$ cat config.mk
export PLATFORM = sky130hd
export DESIGN_NAME = vga_timing_gen
export DESIGN_NICKNAME = d
export VERILOG_FILES = /design/src/rtl/vga_timing_gen.sv
export SDC_FILE = /design/constraint.sdc
export NUM_CORES = 1
export LEC_CHECK = 0
export ABC_AREA = 0
export BUFFER_PORTS_ARGS = -buffer_cell sky130_fd_sc_hd__buf_2
export CAP_MARGIN = 20
export CELL_PAD_IN_SITES_DETAIL_PLACEMENT = 1
export CELL_PAD_IN_SITES_GLOBAL_PLACEMENT = 2
export CORE_MARGIN = 2
export CORE_UTILIZATION = 25
export CTS_CLUSTER_DIAMETER = 150
export DETAILED_ROUTE_END_ITERATION = 16
export GPL_TIMING_DRIVEN = 0
export PLACE_DENSITY_LB_ADDON = 0.1
export SYNTH_ARGS = -nofsm -noshare
export SYNTH_HDL_FRONTEND = slang
export SYNTH_SLANG_ARGS = --single-unit
$ cat constraint.sdc
create_clock -name clk -period 2.2 [get_ports clk]
set_input_delay 0.66 -clock clk [delete_from_list [all_inputs] [get_ports clk]]
set_output_delay 0.66 -clock clk [all_outputs]
set_load 0.02 [all_outputs]
$ cat src/rtl/vga_timing_gen.sv
// Parametrised raster timing generator: prescaled pixel tick, H/V counters and
// registered x/y, display enable, sync and line/frame strobes aligned one pixel behind.
module vga_timing_gen #(
  parameter int H_ACTIVE = 640,
  parameter int H_FP     = 16,
  parameter int H_SYNC   = 96,
  parameter int H_BP     = 48,
  parameter int V_ACTIVE = 480,
  parameter int V_FP     = 10,
  parameter int V_SYNC   = 2,
  parameter int V_BP     = 33,
  parameter int H_POL    = 0,
  parameter int V_POL    = 0,
  parameter int CLK_DIV  = 1,
  parameter int X_W      = 11,
  parameter int Y_W      = 10
) (
  input  logic           clk,
  input  logic           rst_n,
  input  logic           resync,
  output logic           pix_ce,
  output logic [X_W-1:0] x,
  output logic [Y_W-1:0] y,
  output logic           de,
  output logic           hsync,
  output logic           vsync,
  output logic           line_start,
  output logic           frame_start
);

  localparam int H_TOTAL = H_ACTIVE + H_FP + H_SYNC + H_BP;
  localparam int V_TOTAL = V_ACTIVE + V_FP + V_SYNC + V_BP;
  localparam int HS_BEG  = H_ACTIVE + H_FP;
  localparam int HS_END  = HS_BEG + H_SYNC;
  localparam int VS_BEG  = V_ACTIVE + V_FP;
  localparam int VS_END  = VS_BEG + V_SYNC;
  localparam int P_W     = (CLK_DIV > 1) ? $clog2(CLK_DIV) : 1;

  localparam logic [P_W-1:0] P_LAST = P_W'(CLK_DIV - 1);
  localparam logic [X_W-1:0] H_LAST = X_W'(H_TOTAL - 1);
  localparam logic [Y_W-1:0] V_LAST = Y_W'(V_TOTAL - 1);
  localparam logic           H_ON   = (H_POL != 0);
  localparam logic           V_ON   = (V_POL != 0);

  logic [P_W-1:0] r_presc;
  logic           r_ce;
  logic [X_W-1:0] r_h;
  logic [Y_W-1:0] r_v;

  logic [X_W-1:0] r_x;
  logic [Y_W-1:0] r_y;
  logic           r_de;
  logic           r_hs;
  logic           r_vs;
  logic           r_ls;
  logic           r_fs;

  logic [P_W-1:0] w_presc_nxt;
  logic [31:0]    w_h32;
  logic [31:0]    w_v32;
  logic           w_de;
  logic           w_hs_on;
  logic           w_vs_on;

  always_comb begin
    w_presc_nxt = (r_presc == P_LAST) ? '0 : r_presc + P_W'(1);
    w_h32       = 32'(r_h);
    w_v32       = 32'(r_v);
    w_de        = (w_h32 < 32'(H_ACTIVE)) && (w_v32 < 32'(V_ACTIVE));
    w_hs_on     = (w_h32 >= 32'(HS_BEG)) && (w_h32 < 32'(HS_END));
    w_vs_on     = (w_v32 >= 32'(VS_BEG)) && (w_v32 < 32'(VS_END));
  end

  // r_ce mirrors (r_presc == P_LAST) but is held low in reset/resync, so even
  // with CLK_DIV=1 the first tick only arrives one clk after release.
  always_ff @(posedge clk or negedge rst_n) begin
    if (!rst_n) begin
      r_presc <= '0;
      r_ce    <= 1'b0;
      r_h     <= '0;
      r_v     <= '0;
    end else if (resync) begin
      r_presc <= '0;
      r_ce    <= 1'b0;
      r_h     <= '0;
      r_v     <= '0;
    end else begin
      r_presc <= w_presc_nxt;
      r_ce    <= (w_presc_nxt == P_LAST);
      if (r_ce) begin
        if (r_h == H_LAST) begin
          r_h <= '0;
          r_v <= (r_v == V_LAST) ? '0 : r_v + Y_W'(1);
        end else begin
          r_h <= r_h + X_W'(1);
        end
      end
    end
  end

  // Output stage: sampled from the pre-increment counters on each tick.
  always_ff @(posedge clk or negedge rst_n) begin
    if (!rst_n) begin
      r_x  <= '0;
      r_y  <= '0;
      r_de <= 1'b0;
      r_hs <= ~H_ON;
      r_vs <= ~V_ON;
      r_ls <= 1'b0;
      r_fs <= 1'b0;
    end else if (resync) begin
      r_x  <= '0;
      r_y  <= '0;
      r_de <= 1'b0;
      r_hs <= ~H_ON;
      r_vs <= ~V_ON;
      r_ls <= 1'b0;
      r_fs <= 1'b0;
    end else if (r_ce) begin
      r_x  <= r_h;
      r_y  <= r_v;
      r_de <= w_de;
      r_hs <= w_hs_on ? H_ON : ~H_ON;
      r_vs <= w_vs_on ? V_ON : ~V_ON;
      r_ls <= (r_h == '0);
      r_fs <= (r_h == '0) && (r_v == '0);
    end
  end

  assign pix_ce      = r_ce;
  assign x           = r_x;
  assign y           = r_y;
  assign de          = r_de;
  assign hsync       = r_hs;
  assign vsync       = r_vs;
  assign line_start  = r_ls;
  assign frame_start = r_fs;

endmodule
; Word level (Yosys, flattened, before mapping)
; Index checks and enable logic that the tools add are counted.
[classes]
n_div = 0
bitwise = 1
n_shift = 0
n_mul = 0
order_cmp = 6
eq_ne = 2
addsub = 3
n_mux = 26
n_reduce_logical = 9
[op_table]
columns = cell, n
row1 = 10-bit two-way mux, 6
row2 = 11-bit two-way mux, 5
row3 = "11-bit by 10-bit less-than comparator with 1-bit output, second input constant", 2
row4 = "10-bit by 9-bit less-than comparator with 1-bit output, second input constant", 2
row5 = 1-bit two-way mux, 15
row6 = "11-bit by 1-bit adder with 11-bit output, second input constant", 1
row7 = "11-bit by 10-bit equality test with 1-bit output, second input constant", 1
row8 = "11-bit by 10-bit >= comparator with 1-bit output, second input constant", 1
row9 = 11-bit zero test, 1
row10 = "10-bit by 1-bit adder with 10-bit output, second input constant", 1
row11 = "10-bit equality test, second input constant", 1
row12 = "10-bit by 9-bit >= comparator with 1-bit output, second input constant", 1
row13 = 10-bit zero test, 1
row14 = 1-bit logical AND, 4
row15 = 2-bit nonzero test, 2
row16 = 2-bit AND reduction, 1
row17 = "1-bit adder, second input constant", 1
row18 = 1-bit NOT, 1
[word_totals]
reg_bits = 49
ramBits = 0
latchBits = 0
output_inout_bits = 27
input_bits = 3
mem_count = 0
wordCells = 58
rom_bits = 0

; Logic depth before layout (Yosys ltp)
; Gate-level depths: netlist of the first run.
[logic_depth]
word_depth = 5
mapped_depth = 7
depth_no_buf = 6

; Worst setup path after synthesis of the first run
; OpenSTA, ideal clock, no wires.
[synth_path]
path_kind = register to register
start = reg r_h[0]
end = reg r_v[7]
required_time_ps = 2074
path_slack_ps = 397
arrival_time_ps = 1677
path_buffers = 1
stages_incl_launch_ff = 7
setup_ps = 126
synth_period_minus_slack_ps = 1803
path_cell_list = dfrtp_1 -> ha_1 -> and4_1 -> buf_6 -> a41o_1 -> and2_4 -> a221o_1
[synth_via]
elab_chain_cells = 3
[synth_rtl]
columns = element, line_no
row1 = "start, declared", 47  ; logic [X_W-1:0] r_h;
row2 = "start signal, assigned", 95  ; r_h <= r_h + X_W'(1);
row3 = 11-bit by 10-bit equality test with 1-bit output, 91  ; if (r_h == H_LAST) begin
row4 = 2-bit nonzero test (no line), n/a
row5 = 2-bit AND reduction (no line), n/a
row6 = "end signal, assigned", 93  ; r_v <= (r_v == V_LAST) ? '0 : r_v + Y_W'(1);
row7 = "end, declared", 48  ; logic [Y_W-1:0] r_v;
; No other way between the ends.
; A chain may end at the register's enable or synchronous reset.

; Worst setup path in the final report of the first run
; Ends and elaborated chain as after synthesis.

==> results of run 1 <==
==> report_power, final <==
part	switching (mW)	leakage [nW]	internal, mW
logic	0.148	0.601	0.0761
registers	0.0282	0.653	0.915
clock network	0.318	0.0541	0.337
total	0.493	1.31	1.33
==> logic make-up after synthesis <==
logic type               synth area share, %
AO/OA/AOI/OAI                          10.52
XOR/XNOR                               2.946
adder cells (fa/ha/maj)                2.104
buffers and inverters                  4.314
flip-flops                             50.60
multiplexers                           8.837
AND/OR/NAND/NOR                        20.67
==> what timing repair did <==
action | in CTS | in global routing
setup endpoints to repair | 0 | 8
gates resized for setup | 0 | 3
hold endpoints to repair | 0 | 0
==> worst max-delay path by stage <==
stage	cells after the start	start	end	slack [ns]
floorplan	6	r_h[0]	r_v[7]	0.40
detailed placement	4	resync	x[10]	-0.04
global route	4	pix_ce	de	0.06
global placement	4	resync	y[3]	-0.04
finish	6	r_h[0]	r_v[7]	0.23
CTS	5	r_v[5]	r_v[7]	0.01
==> cells in the final DEF (no fill, tap or decap), types with 2 or more instances in the layout <==
cell	instances
dfrtp_1	46
nor2_1	33
buf_2	29
mux2i_1	21
nand2_1	12
clkbuf_1	10
nand3_1	10
nand4_1	7
o21ai_0	7
a21oi_1	7
inv_1	6
xor2_1	5
nor3_1	5
clkbuf_8	5
and4_1	4
ha_1	4
and3_1	3
o31ai_1	3
nand2b_1	3
xnor2_1	3
buf_6	2
and2_1	2
a22o_1	2
buf_1	2
or4_1	2
nor4b_1	2
nand3b_1	2
a21o_1	2
or3_1	2
dfstp_2	2
==> flip-flops by register name, indices dropped and copies added (netlist names) <==
| name | count |
|---|---|
| r_v | 10 |
| hsync | 1 |
| de | 1 |
| r_h | 11 |
| y | 10 |
| line_start | 1 |
| x | 11 |
| vsync | 1 |
| pix_ce | 1 |
| frame_start | 1 |
==> per-layer routing <==
metal,wire (µm),up-vias,part of all wire [%]
li1,-,891,-
met3,209,6,3.2
met4,74,0,1.1
met2,2946,26,45
met1,3366,933,51
met5,0,-,0
==> stage by stage <==
step                hold slack, ns  util (%)  instance area [µm²]  setup slack, ns
detailed placement          0.4685     29.22                 2700         -0.04320
floorplan                   0.3644         -                 2379           0.3970
global placement            0.4629     29.00                 2680         -0.04414
global route                0.3479     30.58                 2825          0.05798
CTS                         0.3464     30.43                 2811          0.01330
finish                      0.3384     30.58                 2825           0.2291
==> layout make-up <==
class	instances	area share [%]
flip-flops and latches	48	42.60
plain buffers	16	2.834
multi-input cells	159	38.44
clock inverters	3	1.506
repair buffers	29	5.669
inverters	6	0.7972
clock buffers	5	2.436
well taps	129	5.713
==> metrics.md, run 1 <==
| Metric | Value |
|---|---|
| Total power | `1.821 mW` |
| Sequential Area | `1204 µm²` |
| Worst Skew | `around 0.012 ns` |
| Slew HR | `55.35%` |
| Power Dens Cells | `around 640 nW/µm²` |
| Layout Cells excl Fill | `a little under 400` |
| Ranking of synthesized cells by area | `dfrtp_1, mux2i_1, nor2_1` |
| I/O pin count | `30` |
| Met2 Usage GRT | `21.51%` |
| Count of final hold-check violations | `0` |
| Post-Syn Area per Cell | `10.39 µm²` |
| Netlist cell types | `47` |
| Reg2reg start | `r_h[0]` |
| CP Class | `flop to flop` |
| Die height | `approximately 100 µm` |
| H-tree depth | `2` |
| Worst Path Arrival | `2.17 ns` |
| Port-buffer cells | `28` |
| Total routed wirelength | `6596 µm` |
| R2r setup slk | `approximately 0.23 ns` |
| Largest stage delay, worst path | `0.45 ns` |
| Crit-path cells | `ha_1 > and4_1 > buf_6 > a41o_2 > and2_4 > a221o_1` |
| Maximum buffer depth of the clock tree | `2` |
| Clk sinks | `48` |
| HP Class | `input port to asynchronous set/reset pin` |
| Synth top area share | `48.40%` |
| Starting Density | `25.74%` |
| DRC Markers | `0` |
| GP Congestion | `0.7582` |
| Antenna violations before repair | `0` |
| Fillers | `between 1k and 1.5k` |
| # setup viols final | `0` |
| Vias post-DR | `1856` |
| Ranking of synthesized cells by instance count | `dfrtp_1, nor2_1, mux2i_1` |
| Routing usage on met3 | `3.037%` |
| DP HPWL | `4677 µm` |
| Grt met1 use | `20.33%` |
| Critical-path maximum fanout | `8` |
| Area Overhead vs Synth | `18.78%` |
| Area of the multi-input gates | `1086 µm²` |
| Ys async rst share | `100.0%` |
| Grt ovf | `0` |
| Max cap viols | `0` |
| Worst-Margin Slew | `0.6698 ns` |
| Slowest stage cell, crit path | `dfrtp_1` |
| GR peak layer | `met2` |
| Post-synth EDFFs | `0` |
| Post-synth top area cell | `dfrtp_1` |
| Placed insts | `just under 400` |
| Status | `finished, final reports clean` |
| CP startpoint kind | `flop` |
| Num rows | `35` |
| Sequential share of the synthesized area | `between 50% and 60%` |
| Vias in the first global route | `1988` |
| Leakage | `between 1 and 1.5 nW` |
| CTS root buf | `clkbuf_8` |
| Final min period | `1.971 ns` |
| Worst Path Required | `2.40 ns` |
| Die area | `10310 µm²` |
| Buf+Inv Stages, Crit Path | `1` |
| First-pass GRT wire length | `11140 µm` |
| Crit share post-route | `89.59%` |
| Unrepaired setup endpoints after global routing | `false` |
| Die width | `101.5 µm` |
| TritonCTS clock tree | `yes` |
| Cell with the most instances after synthesis | `dfrtp_1` |
| Antenna-violating nets left | `0` |
| Reg-to-Reg End | `r_v[7]` |
| Synthesized net count | `between 200 and 250` |
| Inserted Diodes | `0` |
| Hold_buf cts | `0` |
| Core Region | `9240 µm²` |
| Synth Instances | `229` |
| Share of cells above drive strength 1 | `18.80%` |
| Largest net degree at the start of global routing | `28` |
| CP delay by family, top | `compound AO/OA/AOI/OAI gates` |
| Worst r2r path cells | `6` |
| Post-CTS Setup Bufs | `0` |
| Drt wl/cell | `roughly 17 µm` |
| NumNets Final | `272` |
| Maximum vdd drop | `approximately 0.24 mV` |
| Most used flip-flop cell after synthesis | `dfrtp_1` |
| Vias/cell | `4.699` |
| Count of pins over their slew limit | `0` |
| Initial DRT Pass Iterations | `4` |
| CP endpoint kind | `flop` |
| Clk slew on worst S/H paths | `0.10 ns` |
| Worst-Skew Late Latency | `0.31 ns` |
| Detailed Route Iter0 Violations | `between 60 and 70` |
| Yosys warns | `0` |
| Post-Syn Area | `2379 µm²` |
| Overall Global Routing Usage | `14.15%` |
| Total negative setup slack | `0 ns` |
| Yosys reg bits | `48` |
| CTS Buf Count | `5` |
| FMAX | `0.5074 GHz` |
(Power assumes the default switching activity.)
==> run 2: changes to the inputs <==
--- a/config.mk
+++ b/config.mk
@@ -11,7 +11,7 @@
 export CELL_PAD_IN_SITES_DETAIL_PLACEMENT = 1
 export CELL_PAD_IN_SITES_GLOBAL_PLACEMENT = 2
 export CORE_MARGIN = 2
-export CORE_UTILIZATION = 25
+export CORE_UTILIZATION = 37
 export CTS_CLUSTER_DIAMETER = 150
 export DETAILED_ROUTE_END_ITERATION = 16
 export GPL_TIMING_DRIVEN = 0
==> run 2 against run 1 <==
Effect of this change: global-route usage grew 4.0 points; worst hold slack lost 0.065 ns; non-clock buffer count is the same; highest routed layer unchanged; sequential share of layout area grew 0.77 points; clock power grew 17%.
==> metrics.md, run 2 (synthesis results as in run 1) <==
| Metric | Value |
|---|---|
| Status | `finished, final reports clean` |
| Hold_buf cts | `0 (unchanged)` |
| Vias/cell | `5.461 (+16%)` |
| Crit share post-route | `93.42% (+3.8 points)` |
| Slew HR | `54.57% (-0.78 points)` |
| Most common cell after layout, fill and taps aside | `dfrtp_1` |
| Share of cells above drive strength 1 | `18.05% (-0.75 points)` |
| Buf+Inv Stages, Crit Path | `1 (unchanged)` |
| Reg2reg start | `r_v[5]` |
| Cell Int Power | `1.445 mW (+8.9%)` |
| Sw Pwr | `483.5 µW (-2.0%)` |
| DRC Markers | `0 (unchanged)` |
| DP HPWL | `4302 µm (-8.0%)` |
| Worst-Skew Late Latency | `0.31 ns (about the same)` |
| Starting Density | `37.89% (+12 points)` |
| TritonCTS clock tree | `yes` |
| I/O pin count | `30 (unchanged)` |
| Post-CTS Setup Bufs | `0 (unchanged)` |
| Reg-to-Reg End | `r_v[7]` |
| Minimum hold slack | `0.2733 ns (-0.06509 ns)` |
| Worst Path Required | `2.40 ns (about the same)` |
| # setup viols final | `0 (unchanged)` |
| CP Class | `flop to flop` |
| Pre-CTS setup slack | `0.004764 ns (+0.04797 ns)` |
| Sequential share of power | `48.8% (-3.0 points)` |
| Power Dens Cells | `695.0 nW/µm² (+7.8%)` |
| Vias post-DR | `1873 (+0.92%)` |
| Clk sinks | `48 (unchanged)` |
| CTS root buf | `clkbuf_8` |
| Maximum buffer depth of the clock tree | `2 (unchanged)` |
| Area of the multi-input gates | `1080 µm² (-0.58%)` |
| Fillers | `705 (-34%)` |
| Total routed wirelength | `6075 µm (-7.9%)` |
| GP Congestion | `0.7194 (-5.1%)` |
| Sequential Area | `1204 µm² (unchanged)` |
| First-pass GRT wire length | `10190 µm (-8.5%)` |
| Area Overhead vs Synth | `16.68%` |
| Combinational Power Share | `11.5% (-0.8 points)` |
| Largest net degree at the start of global routing | `33 (+18%)` |
| Max cap viols | `0 (unchanged)` |
| Initial DRT Pass Iterations | `5 (+1)` |
| Critical-path maximum fanout | `8 (unchanged)` |
| Die height | `84.18 µm (-17%)` |
| Clock share of power | `39.8% (+3.9 points)` |
| H-tree depth | `2 (unchanged)` |
| Crit-path cells | `clkbuf_1 > nor4_1 > a31oi_2 > and2_4 > a221o_1` |
| CP startpoint kind | `flop` |
| Die area | `7085 µm² (-31%)` |
| Port-buffer cells | `28 (unchanged)` |
| NumNets Final | `272 (unchanged)` |
| Drt wl/cell | `17.71 µm (+6.1%)` |
| Count of final hold-check violations | `0 (unchanged)` |
| Overall Global Routing Usage | `18.12% (+4.0 points)` |
| Count of pins over their slew limit | `0 (unchanged)` |
| Leakage | `1.318 nW (+0.74%)` |
| Num rows | `29 (-17%)` |
| Post-CTS Resized | `0 (unchanged)` |
| Core Region | `6277 µm² (-32%)` |
| Largest stage delay, worst path | `0.56 ns (+0.11 ns)` |
| Detailed Route Iter0 Violations | `73 (+18%)` |
| Clk slew on worst S/H paths | `0.10 ns (about the same)` |
| FMAX | `0.4866 GHz (-4.1%)` |
| Worst Skew | `0.01099 ns (-0.0007913 ns)` |
| Final min period | `2.055 ns (+0.08432 ns)` |
| R2r setup slk | `0.14 ns (-0.08 ns)` |
| Worst-Margin Slew | `0.6752 ns (+0.005412 ns)` |
| CP delay by family, top | `simple AND/OR/NAND/NOR gates` |
| Antenna violations before repair | `0 (unchanged)` |
| Worst Path Arrival | `2.25 ns (+0.08 ns)` |
| Switch share | `25.07% (-2.0 points)` |
| Die width | `84.18 µm (-17%)` |
| Vias in the first global route | `1911 (-3.9%)` |
| Inserted Diodes | `0 (unchanged)` |
| Slowest stage cell, crit path | `nor4_1` |
| Most frequent cells in the layout | `dfrtp_1, nor2_1, buf_2` |
| Maximum vdd drop | `0.2608 mV (+8.4%)` |
| Antenna-violating nets left | `0 (unchanged)` |
| HP Class | `input port to asynchronous set/reset pin` |
| Grt ovf | `0 (unchanged)` |
| CP endpoint kind | `flop` |
| CTS Buf Count | `5 (unchanged)` |
| Worst r2r path cells | `5 (-1)` |
| Final WS setup | `0.1447 ns (-0.08432 ns)` |
[run 2: worst max-delay path by stage]
stage / to / slack (ns) / cells past startpoint / start
floorplan: r_v[7] / 0.40 / 6 / r_h[0]
global placement: x[5] / 0.05 / 4 / resync
detailed placement: x[4] / 0.005 / 4 / resync
CTS: r_v[7] / 0.17 / 6 / r_h[0]
global route: r_v[4] / -0.03 / 5 / r_v[5]
finish: r_v[7] / 0.14 / 5 / r_v[5]
[run 2: through the flow]
| stage | setup TNS, ns | area, µm² | std cells | power (mW) | util, % |
|---|---|---|---|---|---|
| after floorplan | 0 | 2379 | 229 | 1.096 | - |
| after global placement | 0 | 2615 | 334 | 1.175 | 41.66 |
| after detailed placement | 0 | 2635 | 335 | 1.185 | 41.98 |
| after CTS | 0 | 2768 | 343 | 1.954 | 44.09 |
| after global routing | -0.1316 | 2775 | 343 | 2.014 | 44.21 |
| final | 0 | 2775 | 343 | 1.929 | 44.21 |
[run 2: area by class of cell]
| type | count | share of cell area [%] |
|---|---|---|
| Clock buffer | 6 | 2.615 |
| Sequential cell | 48 | 43.37 |
| Buffer | 16 | 2.885 |
| Inverter | 6 | 0.8115 |
| Timing Repair Buffer | 29 | 5.771 |
| Tap cell | 77 | 3.472 |
| Multi-Input combinational cell | 159 | 38.91 |
| Clock inverter | 2 | 2.164 |
[run 2: power groups by stage]
stage	combinational [mW]	sequential, mW	clock, mW
after detailed placement	0.227	0.958	0
after global routing	0.250	0.945	0.819
after CTS	0.227	0.941	0.787
after floorplan	0.125	0.971	0
final	0.221	0.940	0.767
after global placement	0.217	0.958	0
[run 2: layer usage]
| metal | up-vias | track usage (%) | routed length (µm) |
|---|---|---|---|
| met5 | - | 0 | 0 |
| met4 | 0 | 4.692 | 62 |
| met3 | 6 | 3.540 | 173 |
| met2 | 29 | 30.59 | 3076 |
| met1 | 948 | 23.96 | 2762 |
| li1 | 890 | - | - |
==> run 3: changes to the inputs <==
--- a/config.mk
+++ b/config.mk
@@ -5,13 +5,13 @@
 export SDC_FILE = /design/constraint.sdc
 export NUM_CORES = 1
 export LEC_CHECK = 0
-export ABC_AREA = 0
+export ABC_AREA = 1
 export BUFFER_PORTS_ARGS = -buffer_cell sky130_fd_sc_hd__buf_2
 export CAP_MARGIN = 20
 export CELL_PAD_IN_SITES_DETAIL_PLACEMENT = 1
 export CELL_PAD_IN_SITES_GLOBAL_PLACEMENT = 2
 export CORE_MARGIN = 2
-export CORE_UTILIZATION = 37
+export CORE_UTILIZATION = 34
 export CTS_CLUSTER_DIAMETER = 150
 export DETAILED_ROUTE_END_ITERATION = 16
 export GPL_TIMING_DRIVEN = 0
==> run 3 against run 2 <==
Effect of this change: area after synthesis shrank 1.6%; critical path depth down 4; highest routed layer unchanged; clock skew grew 0.0029 ns; fmax rose by 22%; clock-buffer cell count stayed put; critical path type is now flop to primary output; die area up 6.7%.
==> metrics.md, run 3 <==
| Metric | Value |
|---|---|
| CP Class | `flop to primary output` |
| Synthesized net count | `286 (+21%)` |
| Routing usage on met3 | `3.318% (-0.22 points)` |
| Cell Area, Placed | `2605 µm² (-1.1%)` |
| First-pass GRT wire length | `10560 µm (+3.7%)` |
| Count of pins over their slew limit | `0 (unchanged)` |
| Inserted Diodes | `0 (unchanged)` |
| Yosys warns | `0 (unchanged)` |
| Post-Syn Area per Cell | `8.386 µm² (-19%)` |
| Worst-Skew Late Latency | `0.31 ns (about the same)` |
| Yosys reg bits | `48 (unchanged)` |
| Buf+Inv Stages, Crit Path | `1 (unchanged)` |
| Ranking of synthesized cells by instance count | `nand2_1, dfrtp_1, nor2_1` |
| Worst Path Required | `1.54 ns (-0.86 ns)` |
| Vias/cell | `4.985 (-8.7%)` |
| CP delay by family, top | `flip-flops` |
| Post-layout instance area | `2713 µm² (-2.3%)` |
| Total routed wirelength | `6143 µm (+1.1%)` |
| Slowest stage cell, crit path | `dfstp_2` |
| Worst Path Arrival | `1.02 ns (-1.23 ns)` |
| Starting Density | `34.82% (-3.1 points)` |
| FMAX | `0.5960 GHz (+22%)` |
| Post-CTS Setup Bufs | `0 (unchanged)` |
| Num rows | `30 (+3.4%)` |
| Unrepaired setup endpoints after global routing | `false` |
| Minimum hold slack | `0.3261 ns (+0.05275 ns)` |
| Share of cells above drive strength 1 | `19.56% (+1.5 points)` |
| Ys async rst share | `100.0% (unchanged)` |
| Count of final hold-check violations | `0 (unchanged)` |
| I/O pin count | `30 (unchanged)` |
| Hold_buf cts | `0 (unchanged)` |
| Overall Global Routing Usage | `18.15% (+0.035 points)` |
| NumNets Final | `323 (+19%)` |
| Maximum vdd drop | `0.3039 mV (+17%)` |
| Post-Syn Area | `2340 µm² (-1.6%)` |
| Worst-Margin Slew | `0.5472 ns (-0.1280 ns)` |
| Clk sinks | `48 (unchanged)` |
| Grt ovf | `0 (unchanged)` |
| Vias in the first global route | `2010 (+5.2%)` |
| Layout Cells excl Fill | `397 (+16%)` |
| Post-synth top area cell | `dfrtp_1` |
| CP endpoint kind | `primary output` |
| GP Congestion | `0.7959 (+11%)` |
| Most used flip-flop cell after synthesis | `dfrtp_1` |
| Synth Instances | `279 (+22%)` |
| HP Class | `input port to asynchronous set/reset pin` |
| Initial DRT Pass Iterations | `4 (-1)` |
| Status | `finished, final reports clean` |
| Largest stage delay, worst path | `0.55 ns (about the same)` |
| Final min period | `1.678 ns (-0.3774 ns)` |
| Detailed Route Iter0 Violations | `69 (-5.5%)` |
| Post-CTS Resized | `0 (unchanged)` |
| Netlist cell types | `34 (-28%)` |
| Crit share post-route | `76.27% (-17 points)` |
| Sequential share of the synthesized area | `51.44% (+0.84 points)` |
| Leakage | `1.295 nW (-1.8%)` |
| Fillers | `827 (+17%)` |
| Most frequent cells in the layout | `nand2_1, dfrtp_1, buf_2` |
| Vias post-DR | `1979 (+5.7%)` |
| Total negative setup slack | `0 ns (unchanged)` |
| Ranking of synthesized cells by area | `dfrtp_1, nand2_1, o21ai_0` |
| # setup viols final | `0 (unchanged)` |
| Placed insts | `389 (+16%)` |
| CTS root buf | `clkbuf_8` |
| Die height | `86.96 µm (+3.3%)` |
| Maximum buffer depth of the clock tree | `2 (unchanged)` |
| CP startpoint kind | `flop` |
| Power Dens Cells | `658.4 nW/µm² (-5.3%)` |
| Die width | `86.96 µm (+3.3%)` |
| Clk slew on worst S/H paths | `0.09 ns (about the same)` |
| Antenna-violating nets left | `0 (unchanged)` |
| Drt wl/cell | `15.47 µm (-13%)` |
| Met2 Usage GRT | `26.72% (-3.9 points)` |
| Most common cell after layout, fill and taps aside | `nand2_1` |
| Synth top area share | `49.20% (+0.80 points)` |
| CTS Buf Count | `5 (unchanged)` |
| Grt met1 use | `27.40% (+3.4 points)` |
| DRC Markers | `0 (unchanged)` |
| Largest net degree at the start of global routing | `27 (-18%)` |
| Cell with the most instances after synthesis | `nand2_1` |
| Max cap viols | `0 (unchanged)` |
| GR peak layer | `met1` |
| Crit-path cells | `buf_2` |
| H-tree depth | `2 (unchanged)` |
| Port-buffer cells | `29 (+3.6%)` |
| Critical-path maximum fanout | `2 (-6)` |
| Antenna violations before repair | `0 (unchanged)` |
| Core Region | `6719 µm² (+7.0%)` |
| Worst Skew | `0.01389 ns (+0.002903 ns)` |
| Post-synth EDFFs | `0 (unchanged)` |
| Die area | `7561 µm² (+6.7%)` |
| Slew HR | `63.52% (+9.0 points)` |
| DP HPWL | `4554 µm (+5.9%)` |
| TritonCTS clock tree | `yes` |
| Area Overhead vs Synth | `15.94%` |
-- run 3: changes by cell type after synthesis, moves of 4 or more --
cell      change
clkbuf_1      -6
nor2_2        +4
mux2i_1      -21
nand2_1      +51
inv_2         +4
inv_1        +21
o21ai_0      +20
nand3_1      +11
and4_1        -4
-- run 3: area by class of cell --
class	instances	area [µm²]	share of cell area, %
multi-input combinational	193	983.4	36.25
timing repair buffer	30	165.2	6.089
clock inverter	2	35.03	1.292
tap	80	100.1	3.690
buffer	7	36.28	1.338
inverter	31	116.4	4.290
clock buffer	6	72.57	2.675
sequential	48	1204	44.37
-- run 3: where the power goes --
part           internal, mW  switching [mW]
logic                0.0568           0.137
clock network         0.338           0.312
registers             0.914          0.0284
-- run 3: stage by stage --
stage	util [%]	setup slack (ns)	power, mW
6_report	40.37	0.5221	1.786
5_1_grt	40.37	0.4749	1.868
2_1_floorplan	-	0.8365	1.069
4_1_cts	40.37	0.5146	1.809
3_5_place_dp	38.77	0.3145	1.158
3_3_place_gp	38.47	0.3461	1.150
-- run 3: cells by family (layout without fill, tap and decap cells) --
group | Yosys count | count (layout) | synth area share [%]
XOR/XNOR | 3 | 3 | 1.123
adder cells (fa/ha/maj) | 4 | 4 | 2.139
buffers and inverters | 38 | 76 | 6.524
AND/OR/NAND/NOR | 142 | 142 | 27.59
flip-flops | 48 | 48 | 51.44
AO/OA/AOI/OAI | 44 | 44 | 11.18
-- run 3: per-layer routing --
layer / routed length (µm) / vias to the layer above
met4: 52 / 0
li1: - / 991
met1: 3294 / 949
met5: 0 / -
met2: 2612 / 34
met3: 184 / 5
-- run 3: final timing paths --
check / startpoint / to / slack (ns) / depth (start not counted)
worst max-delay path: hsync / hsync / 0.52 / 1
worst min-delay path: rst_n / x[5] / 0.33 / 1
worst max register to register: r_v[0] / r_v[9] / 0.62 / 9
worst min register to register: y[7] / y[7] / 0.48 / 2
max in group asynchronous: rst_n / hsync / 1.27 / 2
min in group clk: y[7] / y[7] / 0.48 / 2
